[config.mk]
export PLATFORM = sky130hd
export DESIGN_NAME = clock_setup_ctrl
export DESIGN_NICKNAME = d
export VERILOG_FILES = /design/src/rtl/clock_setup_ctrl.sv
export SDC_FILE = /design/constraint.sdc
export NUM_CORES = 1
export LEC_CHECK = 0
export CAP_MARGIN = 20
export CORE_ASPECT_RATIO = 1.75
export CORE_MARGIN = 10
export CORE_UTILIZATION = 40
export CTS_CLUSTER_DIAMETER = 100
export DETAILED_ROUTE_END_ITERATION = 8
export MAX_ROUTING_LAYER = met4
export PLACE_DENSITY = 0.68
export SLEW_MARGIN = 5
export SYNTH_ARGS = -nofsm -noshare
export SYNTH_HDL_FRONTEND = slang
export SYNTH_SLANG_ARGS = --single-unit
[constraint.sdc]
create_clock -name clk -period 5.1 [get_ports clk]
set_clock_uncertainty 0.15 [all_clocks]
set_input_delay 1.02 -clock clk [delete_from_list [all_inputs] [get_ports clk]]
set_output_delay 1.02 -clock clk [all_outputs]
set_load 0.05 [all_outputs]
[src/rtl/clock_setup_ctrl.sv]
`default_nettype none
// ============================================================================
//  Module      : clock_setup_ctrl
//  Description : Setup-mode sequencer for the clock/calendar datapath. Turns
//                debounced mode/up/down button levels into field selects,
//                adjust strobes with auto-repeat, a blink enable and an
//                inactivity timeout back to run mode.
//  Revision    : 1.0 - initial release
// ============================================================================
module clock_setup_ctrl #(
    parameter int HOLD_MS    = 500,
    parameter int REPEAT_MS  = 100,
    parameter int TIMEOUT_MS = 10000,
    parameter int BLINK_MS   = 250
) (
    input  logic       clk,
    input  logic       rst,          // asynchronous, active low
    input  logic       tick_ms,
    input  logic       btn_mode,
    input  logic       btn_up,
    input  logic       btn_down,
    output logic       display,
    output logic       setup_year,
    output logic       setup_month,
    output logic       setup_day,
    output logic       setup_hour,
    output logic       setup_min,
    output logic       tick,
    output logic       inc_dec,
    output logic [2:0] field,
    output logic       blink
);

    localparam int RPT_MAX = (HOLD_MS > REPEAT_MS) ? HOLD_MS : REPEAT_MS;
    localparam int RW      = $clog2(RPT_MAX + 1);
    localparam int TW      = $clog2(TIMEOUT_MS + 1);
    localparam int BW      = $clog2(BLINK_MS + 1);

    typedef enum logic [2:0] {
        RUN     = 3'd0,
        S_YEAR  = 3'd1,
        S_MONTH = 3'd2,
        S_DAY   = 3'd3,
        S_HOUR  = 3'd4,
        S_MIN   = 3'd5
    } state_t;

    typedef enum logic {
        RPT_HOLD   = 1'b0,
        RPT_REPEAT = 1'b1
    } rpt_t;

    state_t        st_q, st_d;
    rpt_t          rpt_mode_q, rpt_mode_d;
    logic [RW-1:0] rpt_cnt_q, rpt_cnt_d, rpt_inc;
    logic [TW-1:0] to_cnt_q, to_cnt_d;
    logic [BW-1:0] blk_cnt_q, blk_cnt_d, blk_inc;
    logic [BW-1:0] force_q, force_d;
    logic          phase_q, phase_d;
    logic          mode_prev_q, up_prev_q, dn_prev_q;

    logic          display_q, display_d;
    logic [4:0]    setup_q, setup_d;     // {year, month, day, hour, min}
    logic          tick_q, tick_d;
    logic          inc_q, inc_d;
    logic          blink_q, blink_d;

    logic          mode_rise, up_rise, dn_rise, any_rise, timeout;

    assign mode_rise = btn_mode & ~mode_prev_q;
    assign up_rise   = btn_up   & ~up_prev_q;
    assign dn_rise   = btn_down & ~dn_prev_q;
    assign any_rise  = mode_rise | up_rise | dn_rise;

    assign rpt_inc = (rpt_cnt_q == {RW{1'b1}}) ? rpt_cnt_q : rpt_cnt_q + 1'b1;
    assign blk_inc = (blk_cnt_q == {BW{1'b1}}) ? blk_cnt_q : blk_cnt_q + 1'b1;

    // Next-state, counter and output decode for the whole sequencer
    always_comb begin
        st_d       = st_q;
        rpt_mode_d = rpt_mode_q;
        rpt_cnt_d  = rpt_cnt_q;
        to_cnt_d   = to_cnt_q;
        blk_cnt_d  = blk_cnt_q;
        force_d    = force_q;
        phase_d    = phase_q;
        tick_d     = 1'b0;
        inc_d      = inc_q;
        timeout    = 1'b0;

        if (st_q == RUN) begin
            // Adjust buttons are ignored in run mode
            if (mode_rise) begin
                st_d = S_YEAR;
            end
        end else begin
            // Inactivity timer: only edges restart it, held levels do not
            if (any_rise) begin
                to_cnt_d = '0;
            end else if (tick_ms) begin
                to_cnt_d = (to_cnt_q == {TW{1'b1}}) ? to_cnt_q : to_cnt_q + 1'b1;
            end
            timeout = (to_cnt_d >= TW'(TIMEOUT_MS));

            // Free-running blink phase plus the post-adjust hold-on window
            if (tick_ms) begin
                if (blk_inc >= BW'(BLINK_MS)) begin
                    blk_cnt_d = '0;
                    phase_d   = ~phase_q;
                end else begin
                    blk_cnt_d = blk_inc;
                end
                if (force_q != '0) begin
                    force_d = force_q - 1'b1;
                end
            end

            if (mode_rise) begin
                // Mode edge wins over any adjust activity in the same cycle
                case (st_q)
                    S_YEAR:  st_d = S_MONTH;
                    S_MONTH: st_d = S_DAY;
                    S_DAY:   st_d = S_HOUR;
                    S_HOUR:  st_d = S_MIN;
                    default: st_d = RUN;
                endcase
                rpt_cnt_d  = '0;
                rpt_mode_d = RPT_HOLD;
            end else if (timeout) begin
                st_d       = RUN;
                rpt_cnt_d  = '0;
                rpt_mode_d = RPT_HOLD;
            end else if (btn_up && btn_down) begin
                rpt_cnt_d  = '0;
                rpt_mode_d = RPT_HOLD;
            end else if (up_rise || dn_rise) begin
                tick_d     = 1'b1;
                inc_d      = up_rise;
                rpt_cnt_d  = '0;
                rpt_mode_d = RPT_HOLD;
            end else if (btn_up || btn_down) begin
                if (tick_ms) begin
                    if (rpt_mode_q == RPT_HOLD && rpt_inc >= RW'(HOLD_MS)) begin
                        tick_d     = 1'b1;
                        inc_d      = btn_up;
                        rpt_cnt_d  = '0;
                        rpt_mode_d = RPT_REPEAT;
                    end else if (rpt_mode_q == RPT_REPEAT && rpt_inc >= RW'(REPEAT_MS)) begin
                        tick_d     = 1'b1;
                        inc_d      = btn_up;
                        rpt_cnt_d  = '0;
                    end else begin
                        rpt_cnt_d  = rpt_inc;
                    end
                end
            end else begin
                rpt_cnt_d  = '0;
                rpt_mode_d = RPT_HOLD;
            end

            if (tick_d) begin
                force_d = BW'(BLINK_MS);
            end
        end

        // Leaving (or staying in) run mode parks every timer
        if (st_d == RUN) begin
            rpt_cnt_d  = '0;
            rpt_mode_d = RPT_HOLD;
            to_cnt_d   = '0;
            blk_cnt_d  = '0;
            force_d    = '0;
            phase_d    = 1'b0;
        end

        display_d = (st_d != RUN);
        blink_d   = (st_d != RUN) && (phase_d || (force_d != '0));
        case (st_d)
            S_YEAR:  setup_d = 5'b01111;
            S_MONTH: setup_d = 5'b10111;
            S_DAY:   setup_d = 5'b11011;
            S_HOUR:  setup_d = 5'b11101;
            S_MIN:   setup_d = 5'b11110;
            default: setup_d = 5'b11111;
        endcase
    end

    // State, counters, edge-detect history and registered outputs
    always_ff @(posedge clk or negedge rst) begin
        if (!rst) begin
            st_q        <= RUN;
            rpt_mode_q  <= RPT_HOLD;
            rpt_cnt_q   <= '0;
            to_cnt_q    <= '0;
            blk_cnt_q   <= '0;
            force_q     <= '0;
            phase_q     <= 1'b0;
            mode_prev_q <= 1'b0;
            up_prev_q   <= 1'b0;
            dn_prev_q   <= 1'b0;
            display_q   <= 1'b0;
            setup_q     <= 5'b11111;
            tick_q      <= 1'b0;
            inc_q       <= 1'b1;
            blink_q     <= 1'b0;
        end else begin
            st_q        <= st_d;
            rpt_mode_q  <= rpt_mode_d;
            rpt_cnt_q   <= rpt_cnt_d;
            to_cnt_q    <= to_cnt_d;
            blk_cnt_q   <= blk_cnt_d;
            force_q     <= force_d;
            phase_q     <= phase_d;
            mode_prev_q <= btn_mode;
            up_prev_q   <= btn_up;
            dn_prev_q   <= btn_down;
            display_q   <= display_d;
            setup_q     <= setup_d;
            tick_q      <= tick_d;
            inc_q       <= inc_d;
            blink_q     <= blink_d;
        end
    end

    assign display     = display_q;
    assign setup_year  = setup_q[4];
    assign setup_month = setup_q[3];
    assign setup_day   = setup_q[2];
    assign setup_hour  = setup_q[1];
    assign setup_min   = setup_q[0];
    assign tick        = tick_q;
    assign inc_dec     = inc_q;
    assign field       = st_q;
    assign blink       = blink_q;

endmodule
`default_nettype wire

==> results of run 1 <==
[synthesized netlist by cell type, drive strengths merged, types with 5 or more instances]
library cell	count	area, um2
xnor2	5	43.8
clkbuf	11	65.1
nor2	51	199
dfrtp	50	1250
nor4	8	77.6
a31oi	9	56.3
ha	5	62.6
buf	11	95.1
a21oi	41	220
a211oi	5	47.5
nand4	12	90.1
a41oi	7	76.3
nand3	15	75.1
nand2	48	190
and2	7	48.8
dfstp	6	158
inv	12	45.1
o21ai	30	150
o31ai	5	42.5
nor2b	6	37.5
and3	10	62.6
nor3	19	100
o22ai	5	37.5
[registers in the layout, summed over array words and instances, names as in the netlist, 3 cells and up]
name and cells:
setup_q 5, rpt_cnt_q 9, field 3, to_cnt_q 14, force_q 8, blk_cnt_q 8
[layout by cell type (no fill, tap or decap), drive strengths merged, types with 3 or more instances in the layout]
cell,synthesis,routed
mux2,3,3
nand4,12,12
a21o,3,3
o31ai,5,5
and2,7,7
nor2b,6,6
dfstp,6,6
buf,11,4
ha,5,5
clkdlybuf4s50,0,16
nand3b,3,3
clkbuf,11,6
nor2,51,51
nand2b,4,4
or2,3,3
nand2,48,48
and3,10,10
xor2,3,3
a211oi,5,5
a41oi,7,7
and4,4,4
o21ai,30,30
a31oi,9,9
xnor2,5,5
inv,12,13
a311oi,3,3
dfrtp,50,50
nor4,8,8
nor3,19,19
nand3,15,15
a21oi,41,41
o22ai,5,5
or3,4,4
[power breakdown]
group | switching (mW) | internal [mW] | leakage (nW)
clock | 0.167 | 0.234 | 0.0815
combinational | 0.384 | 0.199 | 0.804
sequential | 0.0910 | 0.520 | 0.731
[metrics by stage]
stage          instances  utilization [%]  total power, mW
6_report             560             44.7             1.60
5_1_grt              560             44.7             1.69
4_1_cts              560             44.7             1.61
3_5_place_dp         552             42.9             1.20
3_3_place_gp         552             42.9             1.18
2_1_floorplan        434                -             1.03
[worst min-delay path, delay by kind of cell (launching register included)]
kind / cells / cell delay [ns]
DFF: 1 / 0.38
and+or+nand+nor: 2 / 0.09
[path summary, 6_finish.rpt]
| kind | start | endpoint | slack (ns) |
|---|---|---|---|
| worst max-delay path | tick_ms | rpt_cnt_q[1] | 0.96 |
| min in group asynchronous | rst | to_cnt_q[8] | 0.68 |
| worst max register to register | to_cnt_q[1] | rpt_cnt_q[1] | 1.71 |
| max in group asynchronous | rst | blk_cnt_q[1] | 3.59 |
| worst min-delay path | inc_dec | inc_dec | 0.32 |
| worst min register to register | inc_dec | inc_dec | 0.32 |
[cells by family after synthesis]
family                     count (synthesis)
buffers and inverters                     34
DFF                                       56
adders and majority gates                  5
xor gates and xnor gates                   8
and+or+nand+nor                          198
muxes                                      4
AOI/OAI and AO/OA                        129
[cell type report]
class	instances	area (um2)	area share, %
Tap cell	120	150	3.69
Inverter	12	45.0	1.11
Clock inverter	2	38.8	0.954
Clock buffer	6	129	3.17
Sequential cell	56	1410	34.6
Timing Repair Buffer	20	188	4.62
Multi-Input combinational cell	344	2110	51.8
[layer usage]
metal	vias to the layer above	global-route usage (%)	part of all wire, %
li1	1611	-	-
met1	1642	14.8	38
met2	94	26.8	56
met3	23	2.13	3.0
met4	0	7.83	3.4
met5	-	-	0
==> summary.txt, run 1 <==
Placement
  – Instance area at placement: ~0.0039 mm2
  – Weighted congestion at the end of routability-driven global placement: 0.919
  – Placement Setup Slack: ~0.65 ns
  – Post-detail-place hpwl: 7.18 mm
  – Number of input and output port buffers inserted: 17

Clock tree
  – Post-CTS setup buffer count: 0
  – H-Tree Level Count: 2
  – Clock transition at path regs: 0.07 ns
  – Post-CTS sizing: 0
  – Clock root cell: clkbuf_16
  – Clock tree sinks: 56
  – CTS tree: done
  – Clock buffers created by TritonCTS: 5
  – Clk buf depth: 2
  – Cts hold-fix bufs: 0
  – Skew-Pair Late Insertion Delay: 0.30 ns

Logic synthesis
  – Post-synthesis cell area: ~0.0037 mm2
  – Number of unique standard cell types used by synthesis: 76
  – Mux contribution to synthesized area: between 1 and 1.5%
  – Synthesized Nets: 445
  – Syn Inst Count: 434
  – Ys flop type: dfrtp_1
  – Proportion of synthesized chip area in sequential cells: 37.9%
  – Number of flops mapped to enable cells by yosys: 0
  – Total of flip-flops plus latches after synthesis: 56
  – Simple-gate portion of the synthesized area: ~28%
  – YS warnings: 0
  – Adder-Cell Fraction of Synth Area: 1.68%
  – XOR/XNOR Fraction of Synth Area: between 1.5 and 2%
  – Complex-gate fraction of the synthesized area: 23.7%
  – Post-synth ARST share: 100%
  – Dominant combinational cell family by area after synthesis: simple AND/OR/NAND/NOR gates
  – Avg Inst Size Synth: around 8.6 um2

Critical path
  – Crit path depth: 10
  – CP cell instances: clkdlybuf4s50_1, and4_1, and2_1, a311oi_1, a21o_2, a21oi_4, nand2_4, nor3_2, o311ai_0, o21ai_1
  – Worst-path fanout max: 26
  – Data arrival time at the worst-slack endpoint: 4.22 ns
  – Critical Path Sink Type: flip-flop
  – Required @ worst endpoint: 5.18 ns
  – Setup Crit Path Kind: primary input to flip-flop
  – Delay of the slowest critical-path stage: approximately 0.67 ns
  – Buffer and inverter count on the worst path: 1
  – Worst setup SP type: primary input
  – Dominant delay contributor by cell family on the critical path: simple AND/OR/NAND/NOR gates
  – Cell type of the slowest stage on the worst timing path: clkdlybuf4s50_1
  – Worst reg2reg path depth: 10

STA
  – Number of failing hold endpoints at the final stage: 0
  – Setup violation total in the final timing report: 0
  – Fin. max-slew vios: 0
  – Slew at the pin closest to its max-slew limit: about 1.0 ns
  – Max Clock Freq: 241 MHz
  – Final hold slack: ~0.32 ns
  – Fraction of the cycle the final worst path needs: about four fifths
  – Clock period minus final worst setup slack: 4.14 ns
  – TNS Setup: 0 ns
  – Post-layout worst setup margin: 0.959 ns
  – Slew HR: 29.6%
  – RSZ-0062 raised after global routing: false

Final layout
  – Proportion of layout cells with a drive suffix above 1: 12.0%
  – Number of nets in the final layout: 450
  – Final antenna diode count: 0
  – Final instance area: just over 0.004 mm2
  – Relative area change from synthesis to final layout: 9.46%
  – Number of fill cells in the layout: ~950

Global route
  – Remaining Overflow, GRT: 0
  – Maximum number of pins on one net before global-route repair: 57
  – Antenna violations before repair: 0
  – Wire length of the first global-routing pass: between 15 and 20 mm
  – GRT Util Overall: 14.8%
  – Number of global-route vias before repair: 3,380

Floorplan
  – Height of the die: 147 um
  – Top-level port count: 18
  – CORE AREA: 0.00909 mm2
  – Starting Density: 40.9%
  – Chip width: 92.9 um
  – Rows: 46
  – Die footprint: 0.0137 mm2

Detailed routing
  – Number of vias after detailed routing: 3,370
  – Drt initial violations: ~230
  – Post-Route WL: 9.71 mm
  – DRC errors left: 0
  – Average wire per cell in the routed design: 17.3 um
  – Detail-routed via count per cell: 6.02
  – Number of routed nets with antenna violations: 0
  – Drt pass-1 iters: 8

Worst hold path
  – Worst hold-check path type: flip-flop to flip-flop
  – Count of cells along the worst hold path: 2

Run
  – Total of max-cap violations: 0

Power and ir drop
  – Leakage power: 1.62 nW
  – Max rail drop VDD: 0.000297 V
  – Pwr per Cell Area: 392 mW/mm2

Run status
  – Outcome: complete, no violations
Power figures use the tool's default switching activity.
==> run 2: changes to the inputs <==
--- a/config.mk
+++ b/config.mk
@@ -12,7 +12,7 @@
 export CTS_CLUSTER_DIAMETER = 100
 export DETAILED_ROUTE_END_ITERATION = 8
 export MAX_ROUTING_LAYER = met4
-export PLACE_DENSITY = 0.68
+export PLACE_DENSITY = 0.7
 export SLEW_MARGIN = 5
 export SYNTH_ARGS = -nofsm -noshare
 export SYNTH_HDL_FRONTEND = slang
==> constraint.sdc (replaced) <==
create_clock -name clk -period 3.6 [get_ports clk]
set_clock_uncertainty 0.15 [all_clocks]
set_input_delay 0.72 -clock clk [delete_from_list [all_inputs] [get_ports clk]]
set_output_delay 0.72 -clock clk [all_outputs]
set_load 0.05 [all_outputs]
==> summary.txt, run 2 (same netlist as run 1, synthesis figures left out) <==
Clock tree
  – CTS tree: done
  – Post-CTS sizing: 0
  – H-Tree Level Count: 2
  – Clock root cell: clkbuf_16
  – Clock transition at path regs: 0.07 ns
  – Post-CTS setup buffer count: 0
  – Skew-Pair Late Insertion Delay: around 0.30 ns
  – Clock tree sinks: 56
  – Clock buffers created by TritonCTS: 5
  – Clk buf depth: 2
  – Cts hold-fix bufs: 0

STA
  – Max Clock Freq: 305 MHz
  – Slew at the pin closest to its max-slew limit: 0.766 ns
  – Fraction of the cycle the final worst path needs: 91.1%
  – RSZ-0062 raised after global routing: false
  – Fin. max-slew vios: 0
  – Setup violation total in the final timing report: 0
  – Slew HR: 48.5%
  – TNS Setup: 0 ns
  – Clock period minus final worst setup slack: 3.28 ns
  – Number of failing hold endpoints at the final stage: 0

Global route
  – Most Used Layer, Global Route: met2
  – Routing usage on met2: 25.9%
  – GRT Util Overall: around 15%
  – Maximum number of pins on one net before global-route repair: 33
  – Grt met3 use: roughly 1.9%
  – Grt met1 use: 14.9%
  – Number of global-route vias before repair: 3,487
  – Antenna violations before repair: 0
  – Remaining Overflow, GRT: 0
  – Wire length of the first global-routing pass: 16.3 mm

Power and ir drop
  – Clock network fraction of total power: 24.5%
  – Switching fraction of total power: roughly 39%
  – Sequential cell fraction of total power: 37.2%
  – Max rail drop VDD: roughly 0.00042 V
  – Internal power consumption: 1.40 mW
  – Part of the total power dissipated in combinational logic: 38.3%
  – Sw power: 0.900 mW
  – Overall power of the completed layout: 2.30 mW
  – Leakage power: 1.72 nW
  – Pwr per Cell Area: 546 mW/mm2

Final layout
  – Relative area change from synthesis to final layout: 13.3%
  – Number of nets in the final layout: 470
  – Final antenna diode count: 0
  – Largest reg by FF count: to_cnt_q
  – Proportion of layout cells with a drive suffix above 1: 15.7%
  – Largest registers: to_cnt_q (14), rpt_cnt_q (9)
  – Non-filler instance count after layout: 580
  – Number of flip-flops in the largest register: 14
  – Top library cells by usage in the layout, fill and taps aside: nor2_1, dfrtp_1, nand2_1
  – Final instance area: 0.00421 mm2

Floorplan
  – Chip width: 92.9 um
  – CORE AREA: 0.00909 mm2
  – Die footprint: 0.0137 mm2
  – Starting Density: 40.9%
  – Height of the die: approximately 150 um
  – Top-level port count: 18
  – Rows: 46

Critical path
  – CP cell instances: clkdlybuf4s50_1, nand3_1, nor2_1, nand4_1, a21o_2, a31oi_1, o21ai_1, or4b_1, a41oi_1, o22a_1
  – Setup Crit Path Kind: primary input to flip-flop
  – Data arrival time at the worst-slack endpoint: 3.37 ns
  – Critical Path Sink Type: flip-flop
  – Worst setup SP type: primary input
  – Delay of the slowest critical-path stage: 0.54 ns
  – Worst-path fanout max: 6
  – Cell type of the slowest stage on the worst timing path: or4b_1
  – Required @ worst endpoint: 3.69 ns

Placement
  – Placed Cells: 572
  – Instance area at placement: 0.00404 mm2
  – Number of input and output port buffers inserted: 17
  – Weighted congestion at the end of routability-driven global placement: around 0.93
  – Post-detail-place hpwl: 7.25 mm

Detailed routing
  – Drt initial violations: between 200 and 250
  – Number of vias after detailed routing: 3,476
  – Post-Route WL: 9.64 mm
  – Detail-routed via count per cell: between 5 and 6
  – Number of routed nets with antenna violations: 0
  – DRC errors left: 0
  – Drt pass-1 iters: 5
  – Average wire per cell in the routed design: roughly 17 um

Run
  – Total of max-cap violations: 0

Worst hold path
  – Worst hold-check path type: primary input to asynchronous set/reset pin

Run status
  – Outcome: complete, no violations
[run 2: worst paths after layout]
kind | from | end | slack, ns | cells after the start
worst max-delay path | tick_ms | rpt_cnt_q[7] | 0.32 | 10
worst min-delay path | rst | to_cnt_q[9] | 0.26 | 1
worst max register to register | rpt_cnt_q[0] | blink | 0.34 | 10
worst min register to register | inc_dec | inc_dec | 0.31 | 2
max in group asynchronous | rst | setup_q[1] | 2.16 | 2
min in group clk | inc_dec | inc_dec | 0.31 | 2
[run 2: cell type report]
cell class	count	area, um2
Clock buffer	6	129
Clock inverter	2	38.8
Fill cell	930	4880
Inverter	12	45.0
Multi-Input combinational cell	344	2100
Sequential cell	56	1410
Tap cell	120	150
Timing Repair Buffer	40	338
[run 2: worst max-delay path: cells and delay by family]
family	cells	cell delay, ns
AO/OA/AOI/OAI	5	0.95
AND/OR/NAND/NOR	4	1.18
buffers and inverters	1	0.51
[run 2: per-stage QoR]
| step | util [%] | worst slack [ns] | hold WS (ns) |
|---|---|---|---|
| after floorplan | - | 0.689 | 0.274 |
| after global placement | 44.5 | 0.0687 | 0.307 |
| after detailed placement | 44.5 | 0.0209 | 0.300 |
| after CTS | 46.3 | 0.314 | 0.276 |
| after global routing | 46.3 | 0.0556 | 0.309 |
| final | 46.3 | 0.319 | 0.261 |
[run 2: metal layers]
| metal | part of all wire, % | wire length (um) |
|---|---|---|
| met1 | 40 | 3820 |
| met2 | 54 | 5160 |
| met3 | 2.9 | 284 |
| met4 | 3.9 | 373 |
| met5 | 0 | 0 |
[run 2: power groups by stage]
stage | registers (mW) | logic [mW] | clock network, mW
after detailed placement | 0.866 | 0.881 | 0
final | 0.855 | 0.879 | 0.564
after global placement | 0.867 | 0.872 | 0
after CTS | 0.855 | 0.886 | 0.581
after global routing | 0.872 | 0.963 | 0.603
after floorplan | 0.942 | 0.521 | 0
